$ cat config.mk
export PLATFORM = sky130hd
export DESIGN_NAME = mem_access_stage
export DESIGN_NICKNAME = d
export VERILOG_FILES = /design/src/rtl/mem_access_stage.sv
export SDC_FILE = /design/constraint.sdc
export NUM_CORES = 1
export LEC_CHECK = 0
export CORE_MARGIN = 8
export CORE_UTILIZATION = 52
export CTS_BUF_LIST = sky130_fd_sc_hd__clkbuf_16
export CTS_CLUSTER_SIZE = 12
export DETAILED_ROUTE_END_ITERATION = 10
export HOLD_SLACK_MARGIN = 0.12
export PLACE_DENSITY = 0.86
export SYNTH_ARGS = -nofsm -noshare
export SYNTH_HDL_FRONTEND = slang
export SYNTH_SLANG_ARGS = --single-unit
$ cat constraint.sdc
create_clock -name clk -period 3.3 [get_ports clk]
set_input_delay 0.66 -clock clk [delete_from_list [all_inputs] [get_ports clk]]
set_output_delay 0.66 -clock clk [all_outputs]
set_load 0.02 [all_outputs]
$ cat src/rtl/mem_access_stage.sv
// RV32 memory-access stage: byte-lane steering, load extension, misalignment
// detection and MEM/WB registering over a valid/ready data-memory port.
module mem_access_stage (
    input  logic        clk,
    input  logic        rst,
    input  logic        in_valid,
    input  logic        memtoreg_in,
    input  logic        regwrite_in,
    input  logic        memread_in,
    input  logic        memwrite_in,
    input  logic [1:0]  aj_control_in,
    input  logic [31:0] alu_result_in,
    input  logic [31:0] rd2_in,
    input  logic [2:0]  funct3_in,
    input  logic [4:0]  rd_in,
    input  logic [31:0] adder1_in,
    input  logic [31:0] adder2_in,
    output logic        stall_out,
    output logic        dmem_req,
    output logic        dmem_we,
    output logic [31:0] dmem_addr,
    output logic [31:0] dmem_wdata,
    output logic [3:0]  dmem_be,
    input  logic        dmem_ready,
    input  logic [31:0] dmem_rdata,
    output logic        misaligned_out,
    output logic        wb_valid,
    output logic        wb_regwrite,
    output logic [4:0]  wb_rd,
    output logic [31:0] wb_data
);

    typedef enum logic [0:0] {IDLE = 1'b0, ACCESS = 1'b1} state_t;

    state_t      state_r, state_nxt_s;
    logic        memtoreg_r, regwrite_r;
    logic [1:0]  aj_r;
    logic [31:0] alu_r, adder1_r, adder2_r;
    logic [2:0]  funct3_r;
    logic [4:0]  rd_r;
    logic        is_mem_s, mis_s;
    logic [1:0]  size_s;

    // Access size code: 0 byte, 1 half, 2 word (undefined encodings act as word)
    function automatic logic [1:0] access_size(input logic [2:0] f3);
        case (f3)
            3'b000, 3'b100: access_size = 2'd0;
            3'b001, 3'b101: access_size = 2'd1;
            default:        access_size = 2'd2;
        endcase
    endfunction

    function automatic logic [3:0] lane_be(input logic [1:0] sz, input logic [1:0] off);
        case (sz)
            2'd0:    lane_be = 4'b0001 << off;
            2'd1:    lane_be = off[1] ? 4'b1100 : 4'b0011;
            default: lane_be = 4'b1111;
        endcase
    endfunction

    function automatic logic [31:0] lane_wdata(input logic [1:0] sz, input logic [31:0] d);
        case (sz)
            2'd0:    lane_wdata = {4{d[7:0]}};
            2'd1:    lane_wdata = {2{d[15:0]}};
            default: lane_wdata = d;
        endcase
    endfunction

    function automatic logic [31:0] load_extract(input logic [2:0] f3, input logic [1:0] off,
                                                 input logic [31:0] rdata);
        logic [7:0]  b;
        logic [15:0] h;
        case (off)
            2'd0:    b = rdata[7:0];
            2'd1:    b = rdata[15:8];
            2'd2:    b = rdata[23:16];
            default: b = rdata[31:24];
        endcase
        h = off[1] ? rdata[31:16] : rdata[15:0];
        case (f3)
            3'b000:  load_extract = {{24{b[7]}}, b};
            3'b100:  load_extract = {24'h000000, b};
            3'b001:  load_extract = {{16{h[15]}}, h};
            3'b101:  load_extract = {16'h0000, h};
            default: load_extract = rdata;
        endcase
    endfunction

    function automatic logic [31:0] wb_select(input logic [1:0] aj, input logic [31:0] alu,
                                              input logic [31:0] a1, input logic [31:0] a2);
        case (aj)
            2'b01:   wb_select = a1;
            2'b10:   wb_select = a2;
            default: wb_select = alu;
        endcase
    endfunction

    assign is_mem_s  = memread_in | memwrite_in;
    assign size_s    = access_size(funct3_in);
    assign mis_s     = ((size_s == 2'd1) && alu_result_in[0]) ||
                       ((size_s == 2'd2) && (alu_result_in[1:0] != 2'b00));
    assign stall_out = (state_r == ACCESS);

    // State register
    always_ff @(posedge clk) begin
        if (rst) begin
            state_r <= IDLE;
        end else begin
            state_r <= state_nxt_s;
        end
    end

    // Next-state: enter ACCESS on an aligned memory op, leave on ready
    always_comb begin
        state_nxt_s = state_r;
        case (state_r)
            IDLE: begin
                if (in_valid && is_mem_s && !mis_s) begin
                    state_nxt_s = ACCESS;
                end else begin
                    state_nxt_s = IDLE;
                end
            end
            ACCESS: begin
                if (dmem_ready) begin
                    state_nxt_s = IDLE;
                end else begin
                    state_nxt_s = ACCESS;
                end
            end
            default: state_nxt_s = IDLE;
        endcase
    end

    // Request, latched instruction and MEM/WB registers
    always_ff @(posedge clk) begin
        if (rst) begin
            dmem_req       <= 1'b0;
            dmem_we        <= 1'b0;
            dmem_addr      <= 32'h0000_0000;
            dmem_wdata     <= 32'h0000_0000;
            dmem_be        <= 4'b0000;
            misaligned_out <= 1'b0;
            wb_valid       <= 1'b0;
            wb_regwrite    <= 1'b0;
            wb_rd          <= 5'd0;
            wb_data        <= 32'h0000_0000;
            memtoreg_r     <= 1'b0;
            regwrite_r     <= 1'b0;
            aj_r           <= 2'b00;
            alu_r          <= 32'h0000_0000;
            adder1_r       <= 32'h0000_0000;
            adder2_r       <= 32'h0000_0000;
            funct3_r       <= 3'b000;
            rd_r           <= 5'd0;
        end else begin
            misaligned_out <= 1'b0;
            case (state_r)
                IDLE: begin
                    if (!in_valid) begin
                        wb_valid    <= 1'b0;
                        wb_regwrite <= 1'b0;
                    end else if (!is_mem_s) begin
                        wb_valid    <= 1'b1;
                        wb_regwrite <= regwrite_in;
                        wb_rd       <= rd_in;
                        wb_data     <= wb_select(aj_control_in, alu_result_in, adder1_in, adder2_in);
                    end else if (mis_s) begin
                        misaligned_out <= 1'b1;
                        wb_valid       <= 1'b1;
                        wb_regwrite    <= 1'b0;
                        wb_rd          <= rd_in;
                        wb_data        <= 32'h0000_0000;
                    end else begin
                        wb_valid    <= 1'b0;
                        wb_regwrite <= 1'b0;
                        dmem_req    <= 1'b1;
                        dmem_we     <= memwrite_in;
                        dmem_addr   <= {alu_result_in[31:2], 2'b00};
                        dmem_be     <= lane_be(size_s, alu_result_in[1:0]);
                        dmem_wdata  <= memwrite_in ? lane_wdata(size_s, rd2_in) : 32'h0000_0000;
                        memtoreg_r  <= memtoreg_in;
                        regwrite_r  <= regwrite_in;
                        aj_r        <= aj_control_in;
                        alu_r       <= alu_result_in;
                        adder1_r    <= adder1_in;
                        adder2_r    <= adder2_in;
                        funct3_r    <= funct3_in;
                        rd_r        <= rd_in;
                    end
                end
                ACCESS: begin
                    if (dmem_ready) begin
                        dmem_req    <= 1'b0;
                        dmem_we     <= 1'b0;
                        dmem_addr   <= 32'h0000_0000;
                        dmem_wdata  <= 32'h0000_0000;
                        dmem_be     <= 4'b0000;
                        wb_valid    <= 1'b1;
                        wb_regwrite <= regwrite_r;
                        wb_rd       <= rd_r;
                        wb_data     <= memtoreg_r ? load_extract(funct3_r, alu_r[1:0], dmem_rdata)
                                                  : wb_select(aj_r, alu_r, adder1_r, adder2_r);
                    end else begin
                        wb_valid    <= 1'b0;
                        wb_regwrite <= 1'b0;
                    end
                end
                default: begin
                    dmem_req    <= 1'b0;
                    wb_valid    <= 1'b0;
                    wb_regwrite <= 1'b0;
                end
            endcase
        end
    end

endmodule

## Yosys cells after proc, flatten, opt, wreduce, memory -nomap -nowiden

Cells that the tools add are included.

- Register bits: 219
- Bits in latches: 0
- RAM bits: 0
- Bits in read-only memories: 0
- Output and inout bits: 111
- Logic and storage cells: 117
- Memories: 0

- Add/sub/neg operators: 0
- Multiply operators: 0
- Divide/modulo/power cells: 0
- Order comparisons: 0
- Eq/ne operators: 19
- Shift-type cells: 1
- Mux-type cells: 56
- Bitwise operators: 5
- Reductions and logical operators: 17

Operators by type and width:

| kind | number |
|---|---|
| 32-bit two-way mux | 13 |
| 32-bit case mux with 2 select lines | 6 |
| 32-bit case mux with 4 select lines | 1 |
| 8-bit case mux with 3 select lines | 1 |
| 4-bit two-way mux | 5 |
| 5-bit two-way mux | 4 |
| 1-bit two-way mux | 16 |
| 16-bit two-way mux | 1 |
| 4-bit case mux with 2 select lines | 2 |
| 3-bit == test, second input constant | 4 |
| 1-bit case mux with 2 select lines | 5 |
| 5-bit case mux with 2 select lines | 1 |
| 2-bit by 1-bit == test with 1-bit output, second input constant | 4 |
| 2-bit == test, second input constant | 4 |
| 2-bit inequality test, second input constant | 4 |
| 4-bit AND reduction | 2 |
| 3-bit by 1-bit == test with 1-bit output, second input constant | 2 |
| 3-bit logical NOT | 2 |
| 1-bit logical AND | 4 |
| 2-bit logical NOT | 2 |
| 1-bit NOT | 4 |
| 2-bit case mux with 2 select lines | 1 |
| 2-bit OR reduction | 2 |
| 4-bit OR reduction | 1 |
| other kinds (7) | 7 |

## Logic depth before layout (Yosys ltp)

- Depth after elaboration: 10
- Depth in mapped cells: 8

## Least setup slack after synthesis

OpenSTA, ideal clock, no wires.

- Path kind: input to register
- Start point: input port aj_control_in[0]
- End point: register wb_data[8]
- Data arrival time: 1.960 ns
- Slack: 1.199 ns
- Stages on the path: 7
- Path buffers: 2
- Cell sequence: inv_1 -> ha_1 -> clkbuf_1 -> clkbuf_1 -> o21ai_0 -> a221oi_1 -> a211oi_2

- Word-level cells in the longest chain between the ends: 5
- Elaborated cells between the ends (all ways): 6

Ends and longest elaborated chain:

| element | RTL line | source |
|---|---|---|
| from (decl) | 11 | `input logic [1:0] aj_control_in,` |
| 2-bit == test / 2-bit by 1-bit == test with 1-bit output (equally long branches) | 91 | `case (aj)` |
| 32-bit case mux with 2 select lines (*) | 91 |  |
| 32-bit two-way mux (*) | 163 | `end else if (!is_mem_s) begin` |
| 32-bit two-way mux (*) | 160 | `if (!in_valid) begin` |
| 32-bit case mux with 2 select lines (*) | 158 | `case (state_r)` |
| to (signal assigned) | 167 | `wb_data <= wb_select(aj_control_in, alu_result_in, adder1_in, adder2_in);` |
| to (signal assigned) | 202 | `wb_data <= memtoreg_r ? load_extract(funct3_r, alu_r[1:0], dmem_rdata)` |
| to (decl) | 30 | `output logic [31:0] wb_data` |

Every way passes the cells marked *; elsewhere a longest branch is shown, timed or not. The select of a mux whose other input is x is not followed.
A chain may end at the register's enable or synchronous reset.

## Worst setup path in the final report

- Start point: register state_r, in the netlist stall_out
- End point: output port stall_out

RTL lines:

| element | RTL line | source |
|---|---|---|
| from (decl) | 35 | `state_t state_r, state_nxt_s;` |
| from (signal assigned) | 109 | `state_r <= state_nxt_s;` |
| to (decl) | 18 | `output logic stall_out,` |

No word-level cell between the ends.

==> flow_metrics.env <==
export IMPL_status="complete, no violations"
export IMPL_drive_gt1_share_pct=6.492
export IMPL_ys_ff_latch=217
export IMPL_placed_area_sq_um=13420
export IMPL_dp_cells=1825
export IMPL_clk_latency_ns=0.51
export IMPL_drtPass1Iterations=5
export IMPL_die_area_sq_um=24750
export IMPL_cts_tree="built"
export IMPL_leakagePower_nw=4.866
export IMPL_rsz0062_at_grt="no"
export IMPL_whs_path_depth=2
export IMPL_synth_cell_types=47
export IMPL_fillCellCount=1530
export IMPL_drc=0
export IMPL_sequentialPowerShare_pct=43.4
export IMPL_stdcell_area_sq_um=14120
export IMPL_syn_avg_cell_area_sq_um=7.609
export IMPL_max_slew_margin_pct=30.84
export IMPL_async_flop_share_pct=0
export IMPL_drt_wl_total_microns=38530
export IMPL_grt_pass1_vias=10750
export IMPL_sw_frac_of_total_pct=28.74
export IMPL_report_power_total_mw=6.587
export IMPL_cts_root_buf="clkbuf_16"
export IMPL_worstPathMaxFanout=15
export IMPL_clock_path_buffers=3
export IMPL_ctsHoldBuffers=0
export IMPL_setup_viol=0
export IMPL_coreArea_sq_um=19530
export IMPL_crit_path_start_kind="flip-flop"
export IMPL_synth_area_sq_um=10390
export IMPL_cp_depth=1
export IMPL_cts_resized=0
export IMPL_required_ns=2.64
export IMPL_p_comb_share_pct=20.0
export IMPL_clock_skew_ns=0.008136
export IMPL_numCtsBuffers=24
export IMPL_antenna_found_initial=1
export IMPL_ys_flop_type="dfxtp_1"
export IMPL_gr_usage_all_layers_pct=29.53
export IMPL_wl_per_cell_microns=20.64
export IMPL_grt_pass1_wl_microns=58570
export IMPL_gr_total_overflow=0
export IMPL_finish_utilization_pct=72.31
export IMPL_first_iter_violations=1110
export IMPL_drt_vias_per_instance=6.062
export IMPL_start_util_pct=53.19
export IMPL_fin_crit_sh_pct=76.41
export IMPL_ant_nets=0
export IMPL_cts_sinks=217
export IMPL_fp_dieW_microns=157.3
export IMPL_fin_ws_ns=0.7784
export IMPL_fin_hold_ws_ns=0.4519
export IMPL_worst_endpoint_arrival_ns=1.86
export IMPL_tightest_slew_ns=1.035
export IMPL_p_int_mw=4.694
export IMPL_fmax_mhz=396.6
export IMPL_die_height_microns=157.3
export IMPL_io_buffer_count=286
export IMPL_post_dp_hpwl_microns=26580
export IMPL_place_ws_ns=0.4012
export IMPL_finalCriticalPeriod_ns=2.522
export IMPL_pwr_share_clk_pct=36.6
export IMPL_crit_slowest_cell="clkdlybuf4s50_1"
export IMPL_ir_worst_vdd_uv=384.2
export IMPL_vias=11320
export IMPL_cts_max_level=1
export IMPL_max_stage_delay_ns=0.75
export IMPL_grt_start_max_net_pins=112
export IMPL_rows=51
export IMPL_hold_class="flip-flop to flip-flop"
export IMPL_worstSetupPathType="flip-flop to primary output"
export IMPL_hold_viol=0
export IMPL_yosys_warnings=0
export IMPL_clk_pin_slew_ns=0.06
export IMPL_maxCapViolations=0
export IMPL_postCtsSetupBuffers=0
export IMPL_cp_cell_sequence="clkdlybuf4s50_1"
export IMPL_area_delta_synth_final_pct=35.94
export IMPL_final_setup_tns_ns=0
export IMPL_seq_area_frac_synth_pct=41.83
export IMPL_r2r_cells=6
export IMPL_p_switching_mw=1.893
export IMPL_synth_edf_count=0
export IMPL_final_nets=1768
export IMPL_powerDensity_nw_per_um2=466.6
export IMPL_gp_congestion=0.9382
export IMPL_cp_num_buf_inv=1
export IMPL_cp_end_kind="primary output"
export IMPL_cp_top_family="buffers and inverters"
export IMPL_antenna_cells=0
export IMPL_synth_cells=1365
export IMPL_top_level_ports=289
export IMPL_slew_viol_final=0
export IMPL_final_cells=1867
==> flip-flops by register name, summed over array words and instances (netlist names) <==
register	count
alu_r	32
misaligned_out	1
funct3_r	3
aj_r	2
dmem_wdata	32
wb_rd	5
wb_data	32
dmem_addr	30
adder2_r	32
dmem_we	1
rd_r	5
dmem_be	4
memtoreg_r	1
stall_out	1
adder1_r	32
wb_valid	1
dmem_req	1
regwrite_r	1
wb_regwrite	1
==> final timing paths <==
check / from / to / slack, ns
worst max-delay path: stall_out$_SDFF_PP0_ / stall_out / 0.78
worst min-delay path: dmem_addr[22]$_SDFFE_PP0P_ / dmem_addr[22]$_SDFFE_PP0P_ / 0.45
worst max register to register: funct3_r[0]$_SDFFE_PP0P_ / wb_data[6]$_SDFFE_PP0P_ / 0.91
worst min register to register: dmem_addr[22]$_SDFFE_PP0P_ / dmem_addr[22]$_SDFFE_PP0P_ / 0.45
==> kinds of logic (layout without fill, tap and decap cells) <==
| logic type | after synthesis | in the layout | synth area share (%) |
|---|---|---|---|
| buf+inv | 140 | 376 | 5.445 |
| simple gates | 503 | 503 | 20.20 |
| flops | 217 | 217 | 41.83 |
| other cells | 1 | 2 | 0.03611 |
| mux | 37 | 37 | 3.891 |
| fa+ha+maj | 4 | 4 | 0.4819 |
| compound gates | 463 | 463 | 28.12 |
==> layout by cell type (no fill, tap or decap), types with 2 or more instances in the layout <==
cell type and instances:
nor3_1 3, a32oi_1 2, a211oi_2 7, and2_1 16
mux2i_1 19, o22ai_1 2, a2111oi_0 4, nand3_1 12
inv_1 17, o21ai_1 2, a21oi_1 180, o311a_1 5
a21o_1 2, o21ai_0 79, buf_4 33, clkinv_2 6
dfxtp_1 215, a211oi_1 30, o22a_1 2, dfxtp_2 2
ha_1 3, mux2_2 17, a221oi_1 26, buf_12 3
o211ai_1 6, nor2_1 94, nand2b_1 4, nand2_1 333
a22oi_1 103, clkdlybuf4s50_1 285, clkbuf_16 25, conb_1 2
and3b_1 5, nor2b_1 15, clkinv_1 6, a31oi_1 5
nand3b_1 15
==> final cells by class <==
type	count	area (sq um)	share of cell area, %
Clock buffer	25	625.6	4.431
Timing Repair Buffer	322	3172	22.47
Sequential cell	217	4347	30.79
Multi-Input combinational cell	1009	5527	39.14
Inverter	12	45.04	0.3190
Tap cell	265	331.6	2.348
Clock inverter	17	71.32	0.5051
==> metal layers <==
layer | vias up | track usage [%] | wire length (microns)
met5 | - | 0 | 11
met4 | 2 | 11.56 | 1384
met3 | 99 | 8.939 | 4796
met2 | 713 | 48.57 | 17750
met1 | 5270 | 35.52 | 14590
li1 | 5233 | - | -
==> synthesized netlist by cell type, types with 6 or more instances <==
master	number	area [sq um]
inv_1	12	45.04
a211oi_2	7	87.58
nand2_1	333	1250
o21ai_0	79	395.4
o211ai_1	6	45.04
buf_2	26	130.1
dfxtp_1	217	4344
a211oi_1	30	225.2
mux2_2	17	191.4
mux2i_1	19	190.2
nor2b_1	15	93.84
and2_1	16	100.1
nand3b_1	15	112.6
nand3_1	12	60.06
clkbuf_1	96	360.4
a22oi_1	103	773.2
nor2_1	94	352.8
a21oi_1	181	905.9
a221oi_1	26	227.7
==> power by group through the flow <==
stage / Sequential [mW] / Clock [mW] / Combinational [mW]
2_1_floorplan: 2.98 / 0 / 0.583
3_3_place_gp: 2.90 / 0 / 1.27
3_5_place_dp: 2.91 / 0 / 1.29
6_report: 2.86 / 2.41 / 1.32
5_1_grt: 2.87 / 2.55 / 1.40
4_1_cts: 2.85 / 2.43 / 1.30
Power figures use the tool's default switching activity.
